==> config.mk <==
export PLATFORM = sky130hd
export DESIGN_NAME = alu_result_queue_flat
export DESIGN_NICKNAME = d
export VERILOG_FILES = /design/src/rtl/alu_result_queue_if.sv /design/src/rtl/alu_result_queue.sv /design/src/flat_wrapper.sv
export SDC_FILE = /design/constraint.sdc
export NUM_CORES = 1
export LEC_CHECK = 0
export BUFFER_PORTS_ARGS = -buffer_cell sky130_fd_sc_hd__buf_2
export CORE_MARGIN = 2
export CORE_UTILIZATION = 55
export CTS_BUF_LIST = sky130_fd_sc_hd__clkbuf_4 sky130_fd_sc_hd__clkbuf_8 sky130_fd_sc_hd__clkbuf_16
export CTS_CLUSTER_SIZE = 28
export DETAILED_ROUTE_END_ITERATION = 12
export GPL_TIMING_DRIVEN = 0
export HOLD_SLACK_MARGIN = 0.03
export MAX_ROUTING_LAYER = met4
export PLACE_DENSITY = 0.77
export SLEW_MARGIN = 20
export SYNTH_ARGS = -nofsm -noshare
export SYNTH_HDL_FRONTEND = slang
export SYNTH_SLANG_ARGS = --single-unit
==> constraint.sdc <==
create_clock -name CLOCK -period 6.5 [get_ports CLOCK]
set_clock_uncertainty 0.2 [all_clocks]
set_input_delay 1.625 -clock CLOCK [delete_from_list [all_inputs] [get_ports CLOCK]]
set_output_delay 1.625 -clock CLOCK [all_outputs]
set_load 0.02 [all_outputs]
==> src/rtl/alu_result_queue_if.sv <==
// Handshake bundle between the ALU result queue, the ALU producer and the downstream consumer.
// master = producer/consumer side, slave = the queue itself.
interface alu_result_queue_if #(
    parameter int DEPTH = 4,
    parameter int WIDTH = 32
);
    localparam int CW = $clog2(DEPTH) + 1;

    logic [WIDTH-1:0] Z_IN;
    logic [3:0]       FLAGS_IN;
    logic             IN_VALID;
    logic             IN_READY;
    logic [WIDTH-1:0] OUT_DATA;
    logic [3:0]       OUT_FLAGS;
    logic             OUT_VALID;
    logic             OUT_READY;
    logic [CW-1:0]    COUNT;
    logic [3:0]       STICKY_FLAGS;
    logic             STICKY_CLR;

    modport master (
        output Z_IN, FLAGS_IN, IN_VALID, OUT_READY, STICKY_CLR,
        input  IN_READY, OUT_DATA, OUT_FLAGS, OUT_VALID, COUNT, STICKY_FLAGS
    );

    modport slave (
        input  Z_IN, FLAGS_IN, IN_VALID, OUT_READY, STICKY_CLR,
        output IN_READY, OUT_DATA, OUT_FLAGS, OUT_VALID, COUNT, STICKY_FLAGS
    );
endinterface

==> src/rtl/alu_result_queue.sv <==
// ALU output FIFO with overrun detection and sticky condition flags.
// Define ALU_STICKY_FLAGS_EN to accumulate Zero/CarryOut/Overflow across pushes.
module alu_result_queue #(
    parameter int DEPTH = 4,
    parameter int WIDTH = 32
) (
    input  logic CLOCK,
    input  logic RESET,
    alu_result_queue_if.slave q
);
    localparam int AW = $clog2(DEPTH);

    logic [AW:0]      wptr_q, wptr_d, rptr_q, rptr_d;
    logic [WIDTH-1:0] data_mem [DEPTH];
    logic [3:0]       flag_mem [DEPTH];
    logic             ovr_q, ovr_d;
    logic [2:0]       flg_acc;
    logic             full, empty, push, pop, overrun;

    // Wrap bit distinguishes full from empty when the indices coincide.
    assign full    = (wptr_q[AW-1:0] == rptr_q[AW-1:0]) && (wptr_q[AW] != rptr_q[AW]);
    assign empty   = (wptr_q == rptr_q);
    assign push    = q.IN_VALID && !full;
    assign pop     = !empty && q.OUT_READY;
    assign overrun = q.IN_VALID && full;

    always_comb begin
        wptr_d = push ? wptr_q + (AW+1)'(1) : wptr_q;
        rptr_d = pop  ? rptr_q + (AW+1)'(1) : rptr_q;
        ovr_d  = overrun | (ovr_q & ~q.STICKY_CLR);
    end

    always_ff @(posedge CLOCK or posedge RESET) begin
        if (RESET) begin
            wptr_q <= '0;
            rptr_q <= '0;
            ovr_q  <= 1'b0;
        end else begin
            wptr_q <= wptr_d;
            rptr_q <= rptr_d;
            ovr_q  <= ovr_d;
        end
    end

    // Storage is deliberately unreset; only the pointers define validity.
    always_ff @(posedge CLOCK) begin
        if (push) begin
            data_mem[wptr_q[AW-1:0]] <= q.Z_IN;
            flag_mem[wptr_q[AW-1:0]] <= q.FLAGS_IN;
        end
    end

`ifdef ALU_STICKY_FLAGS_EN
    logic [2:0] flg_q, flg_d;

    always_comb begin
        flg_d = (flg_q & {3{~q.STICKY_CLR}}) | (push ? q.FLAGS_IN[2:0] : 3'b000);
    end

    always_ff @(posedge CLOCK or posedge RESET) begin
        if (RESET) flg_q <= '0;
        else       flg_q <= flg_d;
    end

    assign flg_acc = flg_q;
`else
    assign flg_acc = 3'b000;
`endif

    assign q.IN_READY     = !full;
    assign q.OUT_VALID    = !empty;
    assign q.COUNT        = wptr_q - rptr_q;
    assign q.OUT_DATA     = data_mem[rptr_q[AW-1:0]];
    assign q.OUT_FLAGS    = flag_mem[rptr_q[AW-1:0]];
    assign q.STICKY_FLAGS = {ovr_q, flg_acc};
endmodule

==> src/flat_wrapper.sv <==
// flat-port wrapper written by rule: the top's interface ports become plain ports
module alu_result_queue_flat 
#(
    parameter int DEPTH = 4,
    parameter int WIDTH = 32
)
  (CLOCK, RESET, q_Z_IN, q_FLAGS_IN, q_IN_VALID, q_OUT_READY, q_STICKY_CLR, q_IN_READY, q_OUT_DATA, q_OUT_FLAGS, q_OUT_VALID, q_COUNT, q_STICKY_FLAGS);
  alu_result_queue_if #(.DEPTH(DEPTH), .WIDTH(WIDTH)) q_i ();
  input  logic CLOCK;
  input  logic RESET;
  input wire logic [$bits(q_i.Z_IN)-1:0] q_Z_IN;
  input wire logic [$bits(q_i.FLAGS_IN)-1:0] q_FLAGS_IN;
  input wire logic [$bits(q_i.IN_VALID)-1:0] q_IN_VALID;
  input wire logic [$bits(q_i.OUT_READY)-1:0] q_OUT_READY;
  input wire logic [$bits(q_i.STICKY_CLR)-1:0] q_STICKY_CLR;
  output wire logic [$bits(q_i.IN_READY)-1:0] q_IN_READY;
  output wire logic [$bits(q_i.OUT_DATA)-1:0] q_OUT_DATA;
  output wire logic [$bits(q_i.OUT_FLAGS)-1:0] q_OUT_FLAGS;
  output wire logic [$bits(q_i.OUT_VALID)-1:0] q_OUT_VALID;
  output wire logic [$bits(q_i.COUNT)-1:0] q_COUNT;
  output wire logic [$bits(q_i.STICKY_FLAGS)-1:0] q_STICKY_FLAGS;
  assign q_i.Z_IN = q_Z_IN;
  assign q_i.FLAGS_IN = q_FLAGS_IN;
  assign q_i.IN_VALID = q_IN_VALID;
  assign q_i.OUT_READY = q_OUT_READY;
  assign q_i.STICKY_CLR = q_STICKY_CLR;
  assign q_IN_READY = q_i.IN_READY;
  assign q_OUT_DATA = q_i.OUT_DATA;
  assign q_OUT_FLAGS = q_i.OUT_FLAGS;
  assign q_OUT_VALID = q_i.OUT_VALID;
  assign q_COUNT = q_i.COUNT;
  assign q_STICKY_FLAGS = q_i.STICKY_FLAGS;
  alu_result_queue #(.DEPTH(DEPTH), .WIDTH(WIDTH)) u_core (.CLOCK(CLOCK), .RESET(RESET), .q(q_i));
endmodule
==> impl_metrics.yaml <==
setup_path:
  crit_path_start_kind: "register"
  crit_type: "reg -> out"
  reg2reg_depth: 7
  arrival_ns: 2.36
  cp_max_fo: 10
  endpoint_kind: "output pin"
  reg2reg_from: "u_core.rptr_q[1]"
  regToRegSetupSlack_ns: 3.56
  r2r-end: "u_core.data_mem[3][15]"
  required_ns: 4.68
pwr:
  swShare_pct: 32.6
  power_frac_clock_pct: 26.7
  power_mw: 3.62
  switching_power_mw: 1.18
  internal_power_mw: 2.44
  seqPwrFrac_pct: 38.3
  ir_drop_mv: 0.255
  power_frac_comb_pct: 35.0
  powerDensity_nw_per_um2: 516
  total_leakage_power_nw: 2.52
sta:
  tightest_slew_ns: 0.630
  finalHoldViolCount: 0
  rsz0062_at_grt: "no"
  max_slew_margin_pct: 58.0
  final.setup.worst_slack_ns: 2.31
  drv_slew: 0
  tns_ns: 0
  min_period_ns: 4.19
  post-route-period-util_pct: 64.4
  finalSetupViolCount: 0
  fmax_mhz: 239
global_route:
  grt.met3_usage_pct: 6.32
  grt_pass1_vias: 2800
  grt_busiest_layer: "met2"
  antenna_found_initial: 1
  use_met1_pct: 22.9
  grt_usage_pct: 19.2
  overflow: 0
  grt_pass1_wl_um: 14900
  met2_usage_pct: 31.1
  grt_max_degree: 26
floorplanning:
  design.die.area_um2: 11200
  die_w_um: 106
  ios: 86
  die_y_um: 106
  placementRows: 37
  core-area_um2: 10200
  initial_core_util_pct: 56.0
yosys:
  ys_types: 24
  synth_top_area_share_pct: 75.5
  avgSynthCellArea_um2: 23.8
  syn_area_um2: 5730
  synth_area_leaders: "edfxtp_1 (75%), mux4_2 (14%), dfrtp_1 (3.1%)"
  synth_seq_cells: 151
  yosysWarnings: 0
  ys_seq_area_share_pct: 78.5
  synth_area_leader_cell: "edfxtp_1"
  syn-instance-count: 241
cells_and_area:
  nets: 397
  area.growth.synth_to_final_pct: 22.3
  finalInstanceArea_um2: 7010
  nFillCells: 660
  seqCellArea_um2: 4500
  final_cells: 498
  multi_input_area_um2: 1120
  drive_gt1_share_pct: 47.4
worst_hold_path:
  holdPathStages: 2
  hold_start: "u_core.ovr_q"
  hold_path.class: "reg -> reg"
  min_to: "u_core.ovr_q"
clock_network:
  tritoncts: "yes"
  clockRootBuffer: "clkbuf_8"
  cts_buffers: 17
  clk_path_buf_depth: 2
  post_cts_buffers: 0
  clk_pin_slew_worst_paths_ns: 0.06
  clk_latency_ns: 0.52
  clock_sinks: 151
  ctsHoldBuffers: 0
  cts_resized: 0
  htree_levels: 4
drt:
  wl_per_cell_um: 19.3
  drt_iter0_drc: 113
  ant_nets: 0
  viasPerCell: 5.33
  dr.pass1.iters: 4
  post-route-drc-count: 0
  routed_wl_um: 9600
  vias: 2653
placement:
  post-place-cells: 465
  postPlaceCellArea_um2: 6410
  port_buffers: 82
  gp_congestion: 0.749
  place_ws_ns: 2.83
  hpwl_um: 6040
run_status:
  status: "complete, no violations"
run:
  cap_violations: 0
## flip-flops by register name, indices dropped and copies added (netlist names)
name,flops
u_core.ovr_q,1
u_core.wptr_q,3
u_core.rptr_q,3
u_core.flag_mem,16
u_core.data_mem,128
## power groups by stage
| stage | sequential (mW) | combinational [mW] | clock, mW |
|---|---|---|---|
| floorplan | 1.38 | 0.894 | 0 |
| global placement | 1.40 | 1.23 | 0 |
| detailed placement | 1.40 | 1.29 | 0 |
| CTS | 1.39 | 1.30 | 0.985 |
| global route | 1.40 | 1.37 | 1.03 |
| finish | 1.38 | 1.27 | 0.966 |
## routing by layer
metal	up-vias	share of wire, %
met5	-	0
met4	0	0.58
met3	7	5.6
met2	84	53
met1	1348	40
li1	1214	-
## stage by stage
stage,utilization (%),hold slack (ns)
3_3_place_gp,61.7,0.331
4_1_cts,68.5,0.341
5_1_grt,68.5,0.359
2_1_floorplan,-,0.297
6_report,68.5,0.337
3_5_place_dp,62.7,0.331
## critical path, cell delays in order (launching register included)
cell     delay (ns)
dfrtp_1        0.43
buf_2          0.30
buf_2          0.33
inv_1          0.08
ha_1           0.36
nand3_2        0.14
buf_2          0.19
## how the worst max path moves through the flow
stage	from	end	slack, ns	cells after the start
2_1_floorplan	u_core.wptr_q[0]	q_COUNT[2]	3.25	4
3_3_place_gp	q_IN_VALID	u_core.data_mem[3][31]	2.54	2
3_5_place_dp	u_core.rptr_q[1]	q_IN_READY	2.83	6
4_1_cts	u_core.rptr_q[1]	q_IN_READY	2.25	6
5_1_grt	u_core.rptr_q[1]	q_IN_READY	2.16	6
6_report	u_core.rptr_q[1]	q_IN_READY	2.31	6
## placed cells by master (no fill, tap or decap), drive strengths merged
cell type  count
and3           4
diode          1
clkinv         5
buf           97
dfrtp          7
ha             7
inv           11
nand3          2
mux4          36
xnor2          4
edfxtp       144
nand2          3
fa             1
mux2           3
a21oi          2
a31oi          2
xor2           1
o21ai          3
bufinv         3
clkinvlp       3
conb           3
o22ai          1
clkbuf        19
## synthesized netlist by cell type, drive strengths merged
cell type	instances
xor2	1
edfxtp	144
ha	7
mux2	3
nand2	3
dfrtp	7
conb	1
xnor2	4
o21ai	3
o22ai	1
a31oi	2
mux4	36
fa	1
a21oi	2
buf	11
inv	8
nand3	2
clkbuf	1
and3	4
## kinds of logic after synthesis
kind of cell | synth area share [%]
xor gates and xnor gates | 0.764
other | 0.0655
and+or+nand+nor | 0.895
buffers and inverters | 2.16
DFF | 78.5
muxes | 14.8
adders and majority gates | 1.88
AOI/OAI and AO/OA | 0.895
## layout make-up
| cell class | count | share of cell area (%) |
|---|---|---|
| tap | 136 | 2.43 |
| sequential | 151 | 64.2 |
| timing repair buffer | 86 | 7.10 |
| multi-input combinational | 72 | 16.0 |
| antenna | 1 | 0.0357 |
| clock inverter | 14 | 2.50 |
| clock buffer | 18 | 6.02 |
| inverter | 8 | 0.428 |
| buffer | 12 | 1.34 |
Power figures use the tool's default switching activity.
